==> src/rtl/os_core_sequencer.sv <==
// os_core_sequencer: generates the 36-bit instruction word for the
// output-stationary core, one word per cycle. Each input-channel pass loads
// weights into the IFIFO and activations into L0, then executes. After the
// last pass the array is drained to the OFIFO and the OFIFO is written to pmem.
// Optional build macro SEQ_PERF_CNT_EN adds the perf_cycles/stall_cycles counters.
module os_core_sequencer #(
    parameter int          LEN_NIJ   = 9,
    parameter int          LEN_KIJ   = 9,
    parameter int          LEN_IC    = 3,
    parameter int          LEN_ONIJ  = 8,
    parameter logic [10:0] ACT_BASE  = 11'h000,
    parameter logic [10:0] W_BASE    = 11'h400,
    parameter logic [10:0] P_BASE    = 11'h000,
    parameter int          RD_LAT    = 1,
    parameter int          EXEC_TAIL = 8,
    parameter int          GAP_CYC   = 16,
    parameter int          DRAIN_CYC = 32
) (
    input  logic        clk,
    input  logic        reset_n,
    input  logic        start,
    input  logic        abort,
    input  logic        ofifo_valid,
    output logic [35:0] inst,
    output logic        busy,
    output logic        done,
    output logic [3:0]  ic_idx
`ifdef SEQ_PERF_CNT_EN
    ,
    output logic [31:0] perf_cycles,
    output logic [15:0] stall_cycles
`endif
);

    // mode=1, all active-low enables deasserted, everything else 0
    localparam logic [35:0] IDLE_WORD = 36'h5_800C_0000;

    localparam logic [15:0] KIJ_N      = 16'(LEN_KIJ);
    localparam logic [15:0] NIJ_N      = 16'(LEN_NIJ);
    localparam logic [15:0] LAT_N      = 16'(RD_LAT);
    localparam logic [15:0] W_LAST     = 16'(LEN_KIJ + RD_LAT - 1);
    localparam logic [15:0] A_LAST     = 16'(LEN_NIJ + RD_LAT - 1);
    localparam logic [15:0] E_LAST     = 16'(LEN_NIJ + EXEC_TAIL - 1);
    localparam logic [15:0] GAP_LAST   = 16'(GAP_CYC - 1);
    localparam logic [15:0] DRAIN_LAST = 16'(DRAIN_CYC - 1);
    localparam logic [15:0] ONIJ_LAST  = 16'(LEN_ONIJ - 1);
    localparam logic [3:0]  IC_LAST    = 4'(LEN_IC - 1);

    typedef enum logic [2:0] {
        S_IDLE, S_WLOAD, S_ALOAD, S_EXEC, S_GAP, S_DRAIN, S_OUTWR, S_DONE
    } state_t;

    state_t      state_q, state_d;
    logic [15:0] cnt_q, cnt_d;
    logic [3:0]  ic_q, ic_d;
    logic [35:0] inst_q, inst_d;
    logic        busy_q, busy_d;
    logic        done_q, done_d;
    logic [3:0]  icidx_q, icidx_d;

    // State, phase counter and registered outputs
    always_ff @(posedge clk or negedge reset_n) begin
        if (!reset_n) begin
            state_q <= S_IDLE;
            cnt_q   <= '0;
            ic_q    <= '0;
            inst_q  <= IDLE_WORD;
            busy_q  <= 1'b0;
            done_q  <= 1'b0;
            icidx_q <= '0;
        end else begin
            state_q <= state_d;
            cnt_q   <= cnt_d;
            ic_q    <= ic_d;
            inst_q  <= inst_d;
            busy_q  <= busy_d;
            done_q  <= done_d;
            icidx_q <= icidx_d;
        end
    end

    // Next state and the word for the current state (registered one cycle later)
    always_comb begin
        state_d = state_q;
        cnt_d   = cnt_q;
        ic_d    = ic_q;
        inst_d  = IDLE_WORD;
        busy_d  = 1'b0;
        done_d  = 1'b0;
        case (state_q)
            S_IDLE: begin
                if (start) begin
                    state_d = S_WLOAD;
                    cnt_d   = '0;
                    ic_d    = '0;
                end
            end
            S_WLOAD: begin
                busy_d = 1'b1;
                if (cnt_q < KIJ_N) begin
                    inst_d[19]   = 1'b0;
                    inst_d[17:7] = W_BASE + cnt_q[10:0];
                end
                // read data arrives RD_LAT cycles after the address
                if (cnt_q >= LAT_N) inst_d[5] = 1'b1;
                if (cnt_q == W_LAST) begin
                    state_d = S_ALOAD;
                    cnt_d   = '0;
                end else begin
                    cnt_d = cnt_q + 16'd1;
                end
            end
            S_ALOAD: begin
                busy_d = 1'b1;
                if (cnt_q < NIJ_N) begin
                    inst_d[19]   = 1'b0;
                    inst_d[17:7] = ACT_BASE + cnt_q[10:0];
                end
                if (cnt_q >= LAT_N) inst_d[2] = 1'b1;
                if (cnt_q == A_LAST) begin
                    state_d = S_EXEC;
                    cnt_d   = '0;
                end else begin
                    cnt_d = cnt_q + 16'd1;
                end
            end
            S_EXEC: begin
                busy_d    = 1'b1;
                inst_d[1] = 1'b1;
                // tail cycles flush the array skew with no new operands
                if (cnt_q < NIJ_N) begin
                    inst_d[3] = 1'b1;
                    inst_d[4] = 1'b1;
                end
                if (cnt_q == E_LAST) begin
                    state_d = S_GAP;
                    cnt_d   = '0;
                end else begin
                    cnt_d = cnt_q + 16'd1;
                end
            end
            S_GAP: begin
                busy_d = 1'b1;
                if (cnt_q == GAP_LAST) begin
                    cnt_d = '0;
                    if (ic_q < IC_LAST) begin
                        ic_d    = ic_q + 4'd1;
                        state_d = S_WLOAD;
                    end else begin
                        state_d = S_DRAIN;
                    end
                end else begin
                    cnt_d = cnt_q + 16'd1;
                end
            end
            S_DRAIN: begin
                busy_d     = 1'b1;
                inst_d[35] = 1'b1;
                if (cnt_q == DRAIN_LAST) begin
                    state_d = S_OUTWR;
                    cnt_d   = '0;
                end else begin
                    cnt_d = cnt_q + 16'd1;
                end
            end
            S_OUTWR: begin
                busy_d = 1'b1;
                // an empty OFIFO stalls with the idle word and holds j
                if (ofifo_valid) begin
                    inst_d[6]     = 1'b1;
                    inst_d[32]    = 1'b0;
                    inst_d[31]    = 1'b0;
                    inst_d[30:20] = P_BASE + cnt_q[10:0];
                    if (cnt_q == ONIJ_LAST) begin
                        state_d = S_DONE;
                        cnt_d   = '0;
                    end else begin
                        cnt_d = cnt_q + 16'd1;
                    end
                end
            end
            S_DONE: begin
                done_d  = 1'b1;
                state_d = S_IDLE;
            end
            default: state_d = S_IDLE;
        endcase
        icidx_d = ic_q;
        // abort overrides every transition and suppresses the done pulse
        if (abort && (state_q != S_IDLE)) begin
            state_d = S_IDLE;
            cnt_d   = '0;
            ic_d    = '0;
            inst_d  = IDLE_WORD;
            busy_d  = 1'b0;
            done_d  = 1'b0;
            icidx_d = '0;
        end
    end

    assign inst   = inst_q;
    assign busy   = busy_q;
    assign done   = done_q;
    assign ic_idx = icidx_q;

`ifdef SEQ_PERF_CNT_EN
    logic [31:0] perf_q, perf_d;
    logic [15:0] stall_q, stall_d;

    // Saturating busy-cycle and OFIFO-stall counters, cleared by start
    always_comb begin
        perf_d  = perf_q;
        stall_d = stall_q;
        if ((state_q == S_IDLE) && start) begin
            perf_d  = '0;
            stall_d = '0;
        end else begin
            if (busy_q && (perf_q != '1)) perf_d = perf_q + 32'd1;
            if ((state_q == S_OUTWR) && !ofifo_valid && !abort && (stall_q != '1))
                stall_d = stall_q + 16'd1;
        end
    end

    // Counter registers
    always_ff @(posedge clk or negedge reset_n) begin
        if (!reset_n) begin
            perf_q  <= '0;
            stall_q <= '0;
        end else begin
            perf_q  <= perf_d;
            stall_q <= stall_d;
        end
    end

    assign perf_cycles  = perf_q;
    assign stall_cycles = stall_q;
`endif

endmodule

==> config.mk <==
export PLATFORM = sky130hd
export DESIGN_NAME = os_core_sequencer
export DESIGN_NICKNAME = d
export VERILOG_FILES = /design/src/rtl/os_core_sequencer.sv
export SDC_FILE = /design/constraint.sdc
export NUM_CORES = 1
export LEC_CHECK = 0
export ABC_AREA = 1
export BUFFER_PORTS_ARGS = -buffer_cell sky130_fd_sc_hd__buf_2
export CAP_MARGIN = 5
export CORE_MARGIN = 2
export CORE_UTILIZATION = 25
export CTS_CLUSTER_DIAMETER = 150
export DETAILED_ROUTE_END_ITERATION = 10
export GPL_TIMING_DRIVEN = 0
export HOLD_SLACK_MARGIN = 0.05
export SLEW_MARGIN = 0
export SYNTH_ARGS = -nofsm -noshare
export SYNTH_HDL_FRONTEND = slang
export SYNTH_SLANG_ARGS = --single-unit
==> constraint.sdc <==
create_clock -name clk -period 2.73 [get_ports clk]
set_input_delay 0.546 -clock clk [delete_from_list [all_inputs] [get_ports clk]]
set_output_delay 0.546 -clock clk [all_outputs]
set_load 0.01 [all_outputs]
==> results of run 1 <==
final cells by class:
type | count | area share
sequential | 59 | 0.384
multi-input combinational | 258 | 0.345
clock buffer | 15 | 0.0721
inverter | 57 | 0.0555
timing repair buffer | 42 | 0.0552
tap | 168 | 0.0545
buffer | 15 | 0.0266
clock inverter | 1 | 0.00779
worst min-delay path by stage:
stage / startpoint / end / slack [ns] / depth (start not counted)
final: reset_n / inst[22] / 0.27 / 1
after global placement: ic_q[3] / ic_q[3] / 0.48 / 2
after CTS: abort / done / 0.49 / 2
after floorplan: reset_n / busy / 0.25 / 0
after global routing: reset_n / inst[22] / 0.33 / 1
after detailed placement: ic_q[3] / ic_q[3] / 0.49 / 2
stage by stage:
stage	area [um^2]	setup slack [ns]
6_report	3850	0.761
5_1_grt	3850	0.515
4_1_cts	3850	0.768
3_5_place_dp	3540	0.784
3_3_place_gp	3540	0.823
2_1_floorplan	3120	1.03
routing by layer:
metal | track usage | wire length [um] | vias to the layer above
li1 | - | - | 1293
met1 | 0.131 | 2990 | 1154
met2 | 0.181 | 3340 | 75
met3 | 0.0295 | 303 | 13
met4 | 0.0594 | 175 | 0
met5 | 0 | 0 | -
cells in the mapped netlist (2+ instances only):
master    instances
ha_1             11
nand2_2           3
o211ai_1          5
dfrtp_1          57
conb_1            2
buf_6             2
nor3_1            4
xor2_1            9
o21ai_1           4
dfstp_2           2
nand4_1           7
o21ai_0           8
a21oi_1          11
buf_4             6
nand2_1          95
a21oi_2           2
nor2_4            2
nand3b_1          2
a31oi_1           2
nand2_4           6
inv_1            55
nor2_1           41
inv_2             2
nand3_1          31
buf_2             7
registers in the layout, indices dropped and copies added, names as in the netlist:
| signal | flops |
|---|---|
| done | 1 |
| ic_idx | 4 |
| inst | 30 |
| state_q | 3 |
| busy | 1 |
| ic_q | 4 |
| cnt_q | 16 |
logic make-up after synthesis:
| group | synth area share |
|---|---|
| AOI/OAI and AO/OA | 0.0615 |
| xor gates and xnor gates | 0.0255 |
| adders and majority gates | 0.0445 |
| buffers and inverters | 0.102 |
| DFF | 0.478 |
| other | 0.00243 |
| and+or+nand+nor | 0.286 |
report_power, final:
group | switching (uW) | leakage, uW | internal (uW)
Sequential | 48.6 | 0.000797 | 956
Combinational | 749 | 0.00118 | 336
Clock | 373 | 0.000150 | 780
Total | 1170 | 0.00213 | 2070
==> reports/qor.yml, run 1 <==
die:
  core_area_um2: 12100
  initial_core_util: 0.257
  die-area_um2: 13300
  dieHeight_um: 115
  io_pins: 47
  row_count: 40
  dieWidth_um: 115
power:
  power_uw: 3240
  ir_worst_vdd_mv: 0.303
  power.density_nw_per_um2: 841
  power_leakage_uw: 0.00213
place:
  hpwl_um: 4910
  gp_congestion: 0.844
  dp_cells: 599
  port_buffers: 42
timing:
  hold_viol: 0
  relSlewSlack: 0.514
  rsz0062_at_grt: "no"
  setup_tns_ns: 0
  fin_crit_sh: 0.721
  fmax_mhz: 508
  slew_viol_final: 0
  setup_violations: 0
  fin_crit_ns: 1.97
  worstMarginPinSlew_ns: 0.729
  holdWs_ns: 0.273
  fin_worst_skew_ns: 0.00461
detailed_routing:
  drc_errors: 0
  wl_um: 6810
  drtIter0Drc: 101
  avgViaCountPerCell: 4.12
  ant_nets: 0
  wl_per_cell_um: 11.1
  route.vias.total: 2535
  dr.pass1.iters: 5
global_routing:
  grt_usage: 0.110
  grt-ovfl-total: 0
  grt_max_degree: 60
  grt_pass1_wl_um: 11400
  antenna_found_initial: 0
  grt_pass1_vias: 2435
worst_setup_path:
  start_kind: "flop"
  worst_ep_required_time_ns: 2.95
  cp_slowest_cell: "dfrtp_1"
  path_depth: 11
  cp_top_family: "simple AND/OR/NAND/NOR gates"
  slowest_delay_ns: 0.40
  crit_fanout: 10
  startpoint: "state_q[0]"
  path_buf_inv: 2
  rrSetupSlack_ns: 0.76
  crit_chain: "inv_1 -> ha_1 -> nand2_1 -> nor2_1 -> nand2_4 -> nand2_4 -> nor2_4 -> buf_6 -> nand2_1 -> xor2_1 -> a21oi_2"
  timing.rr.start: "state_q[0]"
  crit_end: "cnt_q[8]"
  critPathKind: "reg2reg"
  rr_worst_depth: 11
  timing.rr.end: "cnt_q[8]"
  cp_data_arrival_time_ns: 2.19
  worst_setup_path_end_kind: "flop"
min_path:
  hold_path.class: "in2async"
clocking:
  clkTransAtPathRegs_ns: 0.05
  clkSinkCount: 59
  clock_latency_ns: 0.33
  cts_buffer_depth: 2
  numCtsBuffers: 9
  htree_levels: 3
  cts_tree: "yes"
  ctsHoldBuffers: 0
  root_buffer: "clkbuf_16"
  post_cts_resized: 0
  cts_setup_buffers: 0
final_layout:
  n_fill_cell: 1270
  syn2layout_area_growth_pct: 24.6
  layout.area.seq_um2: 1480
  fin_nets: 458
  final_core_util: 0.320
  layout.cells.non_filler: 615
  multi_input_comb_area_um2: 1330
  drive_gt1_frac: 0.201
  num_antenna_cells: 0
  most-common-layout-cells: "nand2_1, dfrtp_1, inv_1, buf_2, nor2_1"
  mostFrequentLayoutCell: "nand2_1"
job:
  drv_cap: 0
synthesis:
  ys_seq_area_frac: 0.478
  yosys.cell_types.count: 30
  synth_edf_count: 0
  yosys.area.top_type: "dfrtp_1"
  postSynthAreaPerCell_um2: 8.12
  yosys_warnings: 0
  synth_top_area_share: 0.461
  synth-async-reset-ratio: 1.00
  synth_top_flop_cell: "dfrtp_1"
  synthCells: 381
  synth_area_leaders: "dfrtp_1, nand2_1, inv_1, nand3_1, nor2_1"
  synth-seq-cells: 59
  syn-cell-area_um2: 3090
status:
  status: "finished clean"
(Power assumes the default switching activity.)
==> run 2: changes to the inputs <==
==> constraint.sdc (replaced) <==
create_clock -name clk -period 2 [get_ports clk]
set_input_delay 0.4 -clock clk [delete_from_list [all_inputs] [get_ports clk]]
set_output_delay 0.4 -clock clk [all_outputs]
set_load 0.01 [all_outputs]
==> run 2 against run 1 <==
Compared with the run above: sequential power increased by 38%; fmax increased by 5.6%; flip-flop and latch count unchanged; core utilization increased by 0.50 points; worst setup slack got worse by 0.63 ns; total power increased by 40%; register-to-register slack got worse by 0.63 ns; final cell count unchanged; sequential share of layout area decreased by 0.56 points.
==> reports/qor.yml, run 2 (synthesis results as in run 1) <==
status:
  status: "finished clean"
final_layout:
  drive_gt1_frac: 0.228  # +0.0268
  largest_reg_flops: 30  # unchanged
  most-common-layout-cells: "nand2_1, dfrtp_1, inv_1, buf_2, nor2_1"
  mostFrequentLayoutCell: "nand2_1"
  final_core_util: 0.325  # +0.00498
  postLayoutCellArea_um2: 3920  # +1.6%
  n_fill_cell: 1271  # +0.079%
  syn2layout_area_growth_pct: 26.5
  multi_input_comb_area_um2: 1390  # +4.2%
  num_antenna_cells: 0  # unchanged
  layout.area.seq_um2: 1480  # about the same
  fin_nets: 458  # unchanged
worst_setup_path:
  crit_chain: "inv_1 -> ha_4 -> nand2_2 -> nor2_2 -> nand2_4 -> nand2_4 -> nor2_4 -> buf_6 -> nand2_1 -> xor2_1 -> a21oi_2"
  worst_setup_path_end_kind: "flop"
  crit_fanout: 10  # unchanged
  worst_ep_required_time_ns: 2.22  # -0.73 ns
  cp_slowest_cell: "dfrtp_1"
  slowest_delay_ns: 0.41  # about the same
  start_kind: "flop"
  cp_common_cell: "nand2_4"
  path_buf_inv: 2  # unchanged
  cp_data_arrival_time_ns: 2.08  # -0.11 ns
  critPathKind: "reg2reg"
  rrSetupSlack_ns: 0.13  # -0.63 ns
  cp_top_family: "simple AND/OR/NAND/NOR gates"
place:
  place_worst_setup_slack_ns: 0.0537  # -0.730 ns
  gp_congestion: 0.844  # unchanged
  port_buffers: 42  # unchanged
  hpwl_um: 4910  # unchanged
  post_dp_cell_area_um2: 3540  # unchanged
clocking:
  clkSinkCount: 59  # unchanged
  cts_buffer_depth: 2  # unchanged
  numCtsBuffers: 9  # unchanged
  ctsHoldBuffers: 0  # unchanged
  htree_levels: 3  # unchanged
  cts_tree: "yes"
  clock_latency_ns: 0.33  # about the same
  root_buffer: "clkbuf_16"
  clkTransAtPathRegs_ns: 0.05  # about the same
detailed_routing:
  ant_nets: 0  # unchanged
  drc_errors: 0  # unchanged
  dr.pass1.iters: 5  # unchanged
  wl_per_cell_um: 11.1  # +0.38%
  drtIter0Drc: 101  # unchanged
  avgViaCountPerCell: 4.13  # +0.16%
  route.vias.total: 2539  # +0.16%
  wl_um: 6830  # +0.38%
global_routing:
  grt_use_met2: 0.181  # unchanged
  grt_pass1_vias: 2435  # unchanged
  antenna_found_initial: 0  # unchanged
  met1_usage: 0.131  # unchanged
  grt_pass1_wl_um: 11400  # unchanged
  grt_usage: 0.110  # unchanged
  met3_usage: 0.0295  # unchanged
  top_usage_layer: "met2"
  grt_max_degree: 60  # unchanged
  grt-ovfl-total: 0  # unchanged
power:
  power_uw: 4550  # +40%
  ir_worst_vdd_mv: 0.411  # +35%
  power_leakage_uw: 0.00213  # about the same
  power.density_nw_per_um2: 1160  # +38%
die:
  die-area_um2: 13300  # unchanged
  row_count: 40  # unchanged
  dieHeight_um: 115  # unchanged
  core_area_um2: 12100  # unchanged
  initial_core_util: 0.257  # unchanged
  dieWidth_um: 115  # unchanged
  io_pins: 47  # unchanged
job:
  drv_cap: 0  # unchanged
timing:
  fmax_mhz: 536  # +5.6%
  fin_crit_sh: 0.933  # +0.211
  hold_viol: 0  # unchanged
  slew_viol_final: 0  # unchanged
  fin_worst_skew_ns: 0.00659  # +0.00198 ns
  fin_ws_ns: 0.134  # -0.626 ns
  setup_violations: 0  # unchanged
  fin_crit_ns: 1.87  # -0.104 ns
  relSlewSlack: 0.513  # -0.000878
  worstMarginPinSlew_ns: 0.730  # +0.00132 ns
min_path:
  hold_path.class: "in2async"
[run 2: cell types whose count changed in the layout (fill, tap and decap cells not counted), sizes merged]
cell	previous run	this run
buf	57	56
clkbuf	15	16
[run 2: worst reg2reg max path, delay by kind of cell (launching register included)]
family / cells / cell delay [ns]
adders and majority gates: 1 / 0.21
DFF: 1 / 0.41
buffers and inverters: 2 / 0.34
xor gates and xnor gates: 1 / 0.19
AOI/OAI and AO/OA: 1 / 0.05
and+or+nand+nor: 6 / 0.57
[run 2: area by class of cell]
cell class,instances,share of cell area
Clock inverter,1,0.00767
Clock buffer,15,0.0709
Timing Repair Buffer,42,0.0543
Buffer,15,0.0268
Multi-Input combinational cell,258,0.354
Tap cell,168,0.0537
Sequential cell,59,0.378
Inverter,57,0.0547
[run 2: worst paths after layout]
| check | from | end | depth (start not counted) |
|---|---|---|---|
| worst max-delay path | state_q[0] | cnt_q[8] | 11 |
| worst min-delay path | reset_n | inst[22] | 1 |
| worst max register to register | state_q[0] | cnt_q[8] | 11 |
| worst min register to register | ic_q[3] | ic_q[3] | 2 |
| max in group asynchronous | reset_n | state_q[1] | 1 |
| min in group clk | abort | done | 2 |
[run 2: through the flow]
| step | std cells | setup TNS (ns) | hold WS [ns] |
|---|---|---|---|
| finish | 615 | 0 | 0.127 |
| global route | 615 | -0.0201 | 0.188 |
| CTS | 615 | 0 | 0.349 |
| detailed placement | 599 | 0 | 0.489 |
| global placement | 599 | 0 | 0.481 |
| floorplan | 389 | 0 | 0.104 |
[run 2: where the power goes]
group          switching (uW)  leakage (uW)  total (uW)  internal (uW)
clock                     511      0.000150        1580           1070
combinational            1080       0.00118        1590            514
sequential               72.8      0.000795        1380           1310
[run 2: routing by layer]
metal,vias up,part of all wire
met3,12,0.039
met5,-,0
met1,1170,0.44
li1,1293,-
met4,0,0.022
met2,64,0.50
[run 2: timing repair]
action | in CTS | in global routing
endpoints found under the hold margin | 0 | 0
gates resized for setup | 0 | 17
buffers inserted | 0 | 0
endpoints found under the setup margin | 0 | 28
==> run 3: changes to the inputs <==
--- a/config.mk
+++ b/config.mk
@@ -8,12 +8,15 @@
 export ABC_AREA = 1
 export BUFFER_PORTS_ARGS = -buffer_cell sky130_fd_sc_hd__buf_2
 export CAP_MARGIN = 5
+export CELL_PAD_IN_SITES_DETAIL_PLACEMENT = 1
+export CELL_PAD_IN_SITES_GLOBAL_PLACEMENT = 1
 export CORE_MARGIN = 2
 export CORE_UTILIZATION = 25
-export CTS_CLUSTER_DIAMETER = 150
 export DETAILED_ROUTE_END_ITERATION = 10
 export GPL_TIMING_DRIVEN = 0
 export HOLD_SLACK_MARGIN = 0.05
+export PLACE_DENSITY_LB_ADDON = 0.1
+export REMOVE_ABC_BUFFERS = 1
 export SLEW_MARGIN = 0
 export SYNTH_ARGS = -nofsm -noshare
 export SYNTH_HDL_FRONTEND = slang
==> run 3 against run 2 <==
Compared with the run above: fmax fell by 0.25%; via count up 0.35%; design area is 0.26% lower; non-clock buffer count is 12 lower; clock skew barely moved; count of clock-buffer cells in the layout down 4; register-to-register slack barely moved; sequential power barely moved; worst setup slack got worse by 0.0047 ns; total power grew 2.5%; worst hold slack lost 0.073 ns; largest cell class unchanged; highest routed layer unchanged.
==> reports/qor.yml, run 3 (synthesis results as in run 1) <==
timing:
  slew_viol_final: 0  # unchanged
  setup_violations: 0  # unchanged
  fin_ws_ns: 0.130  # -0.00465 ns
  relSlewSlack: 0.637  # +0.123
  fin_crit_sh: 0.935  # +0.00233
  hold_viol: 0  # unchanged
  holdWs_ns: 0.0540  # -0.0732 ns
  fin_worst_skew_ns: 0.00653  # -0.0000667 ns
  fmax_mhz: 535  # -0.25%
  worstMarginPinSlew_ns: 0.545  # -0.185 ns
  fin_crit_ns: 1.87  # +0.00465 ns
power:
  power_uw: 4660  # +2.5%
  ir_worst_vdd_mv: 0.359  # -13%
  power_leakage_uw: 0.00207  # -2.8%
  power.density_nw_per_um2: 1190  # +2.7%
place:
  port_buffers: 42  # unchanged
  place_worst_setup_slack_ns: -0.325  # -0.379 ns
  hpwl_um: 5830  # +19%
  dp_cells: 585  # -2.3%
  gp_congestion: 0.758  # -10%
worst_setup_path:
  rrSetupSlack_ns: 0.13  # about the same
  timing.rr.end: "cnt_q[12]"
  start_kind: "flop"
  cp_data_arrival_time_ns: 2.07  # about the same
  crit_fanout: 8  # -2
  worst_ep_required_time_ns: 2.20  # -0.02 ns
  timing.rr.start: "state_q[0]"
  critPathKind: "reg2reg"
  worst_setup_path_end_kind: "flop"
  rr_worst_depth: 13  # +2
final_layout:
  num_antenna_cells: 0  # unchanged
  largest_reg_flops: 30  # unchanged
  n_fill_cell: 1440  # +13%
  mostFrequentLayoutCell: "nand2_1"
  layout.cells.non_filler: 605  # -1.6%
  drive_gt1_frac: 0.231  # +0.00293
  fin_nets: 448  # -2.2%
  syn2layout_area_growth_pct: 26.2
  most-common-layout-cells: "nand2_1, inv_1, dfrtp_1, buf_2, nor2_1"
clocking:
  ctsHoldBuffers: 0  # unchanged
  cts_buffer_depth: 2  # unchanged
  clkSinkCount: 59  # unchanged
  cts_tree: "yes"
  htree_levels: 3  # unchanged
  clock_latency_ns: 0.33  # about the same
  numCtsBuffers: 9  # unchanged
  clkTransAtPathRegs_ns: 0.05  # about the same
  root_buffer: "clkbuf_16"
die:
  die-area_um2: 13300  # unchanged
  dieHeight_um: 115  # unchanged
  core_area_um2: 12100  # unchanged
  row_count: 40  # unchanged
  io_pins: 47  # unchanged
  initial_core_util: 0.257  # unchanged
  dieWidth_um: 115  # unchanged
detailed_routing:
  avgViaCountPerCell: 4.21  # +2.0%
  drc_errors: 0  # unchanged
  dr.pass1.iters: 4  # -1
  wl_um: 8440  # +24%
  route.vias.total: 2548  # +0.35%
  ant_nets: 0  # unchanged
  wl_per_cell_um: 14.0  # +26%
  drtIter0Drc: 79  # -22%
status:
  status: "finished clean"
global_routing:
  grt-ovfl-total: 0  # unchanged
  grt_pass1_wl_um: 13500  # +18%
  grt_max_degree: 40  # -33%
  grt_pass1_vias: 2619  # +7.6%
  grt_usage: 0.135  # +0.0246
  antenna_found_initial: 0  # unchanged
job:
  drv_cap: 0  # unchanged
min_path:
  hold_path.class: "in2async"
==> run 3: through the flow <==
step                instance area (um^2)  utilization  TNS [ns]
global route                        3910        0.324  -0.00493
global placement                    3440        0.285     -5.18
floorplan                           3020            -         0
CTS                                 3810        0.316  -0.00212
finish                              3910        0.324         0
detailed placement                  3460        0.287     -5.71
==> run 3: metal layers <==
layer	up-vias	global-route usage	share of wire
met2	40	0.216	0.46
met3	9	0.0316	0.026
met5	-	0	0
met4	0	0.0458	0.015
met1	1227	0.178	0.50
li1	1272	-	-
==> run 3: cell type report <==
class | count | area [um^2] | area share
Tap cell | 168 | 210 | 0.0538
Timing Repair Buffer | 45 | 258 | 0.0660
Sequential cell | 59 | 1480 | 0.380
Multi-Input combinational cell | 260 | 1440 | 0.370
Clock buffer | 11 | 243 | 0.0622
Clock inverter | 5 | 52.6 | 0.0135
Inverter | 57 | 214 | 0.0548
==> run 3: worst max path at each step <==
| stage | cells past startpoint | startpoint | slack [ns] | end |
|---|---|---|---|---|
| after floorplan | 10 | state_q[0] | 0.20 | cnt_q[8] |
| after global placement | 8 | state_q[0] | -0.29 | inst[29] |
| after detailed placement | 8 | state_q[0] | -0.32 | inst[25] |
| after CTS | 12 | state_q[0] | -0.002 | cnt_q[3] |
| after global routing | 13 | state_q[0] | -0.005 | cnt_q[12] |
| final | 13 | state_q[0] | 0.13 | cnt_q[12] |
==> run 3: power breakdown <==
group          switching (uW)  internal [uW]  total (uW)
registers                78.2           1310        1380
logic                    1240            505        1750
clock network             540            990        1530
total                    1860           2800        4660
==> run 3: critical path, stage by stage (launching register included) <==
cell and delay, ns:
dfrtp_1 0.42, inv_2 0.15, ha_4 0.19, nand2_2 0.13
nor2_4 0.16, nand2_4 0.06, nand2_4 0.13, inv_1 0.09
nand2_4 0.16, nor2_1 0.06, nand2_1 0.05, nand2_1 0.04
nand2_1 0.05, a21oi_1 0.04
==> run 3: what timing repair did <==
action / 4_1_cts / 5_1_grt
gates resized for setup: 8 / 22
setup endpoints to repair: 29 / 29
gates cloned: 1 / 1
pin swaps: 2 / 2
endpoints found under the hold margin: 0 / 0
setup buffers: 1 / 1
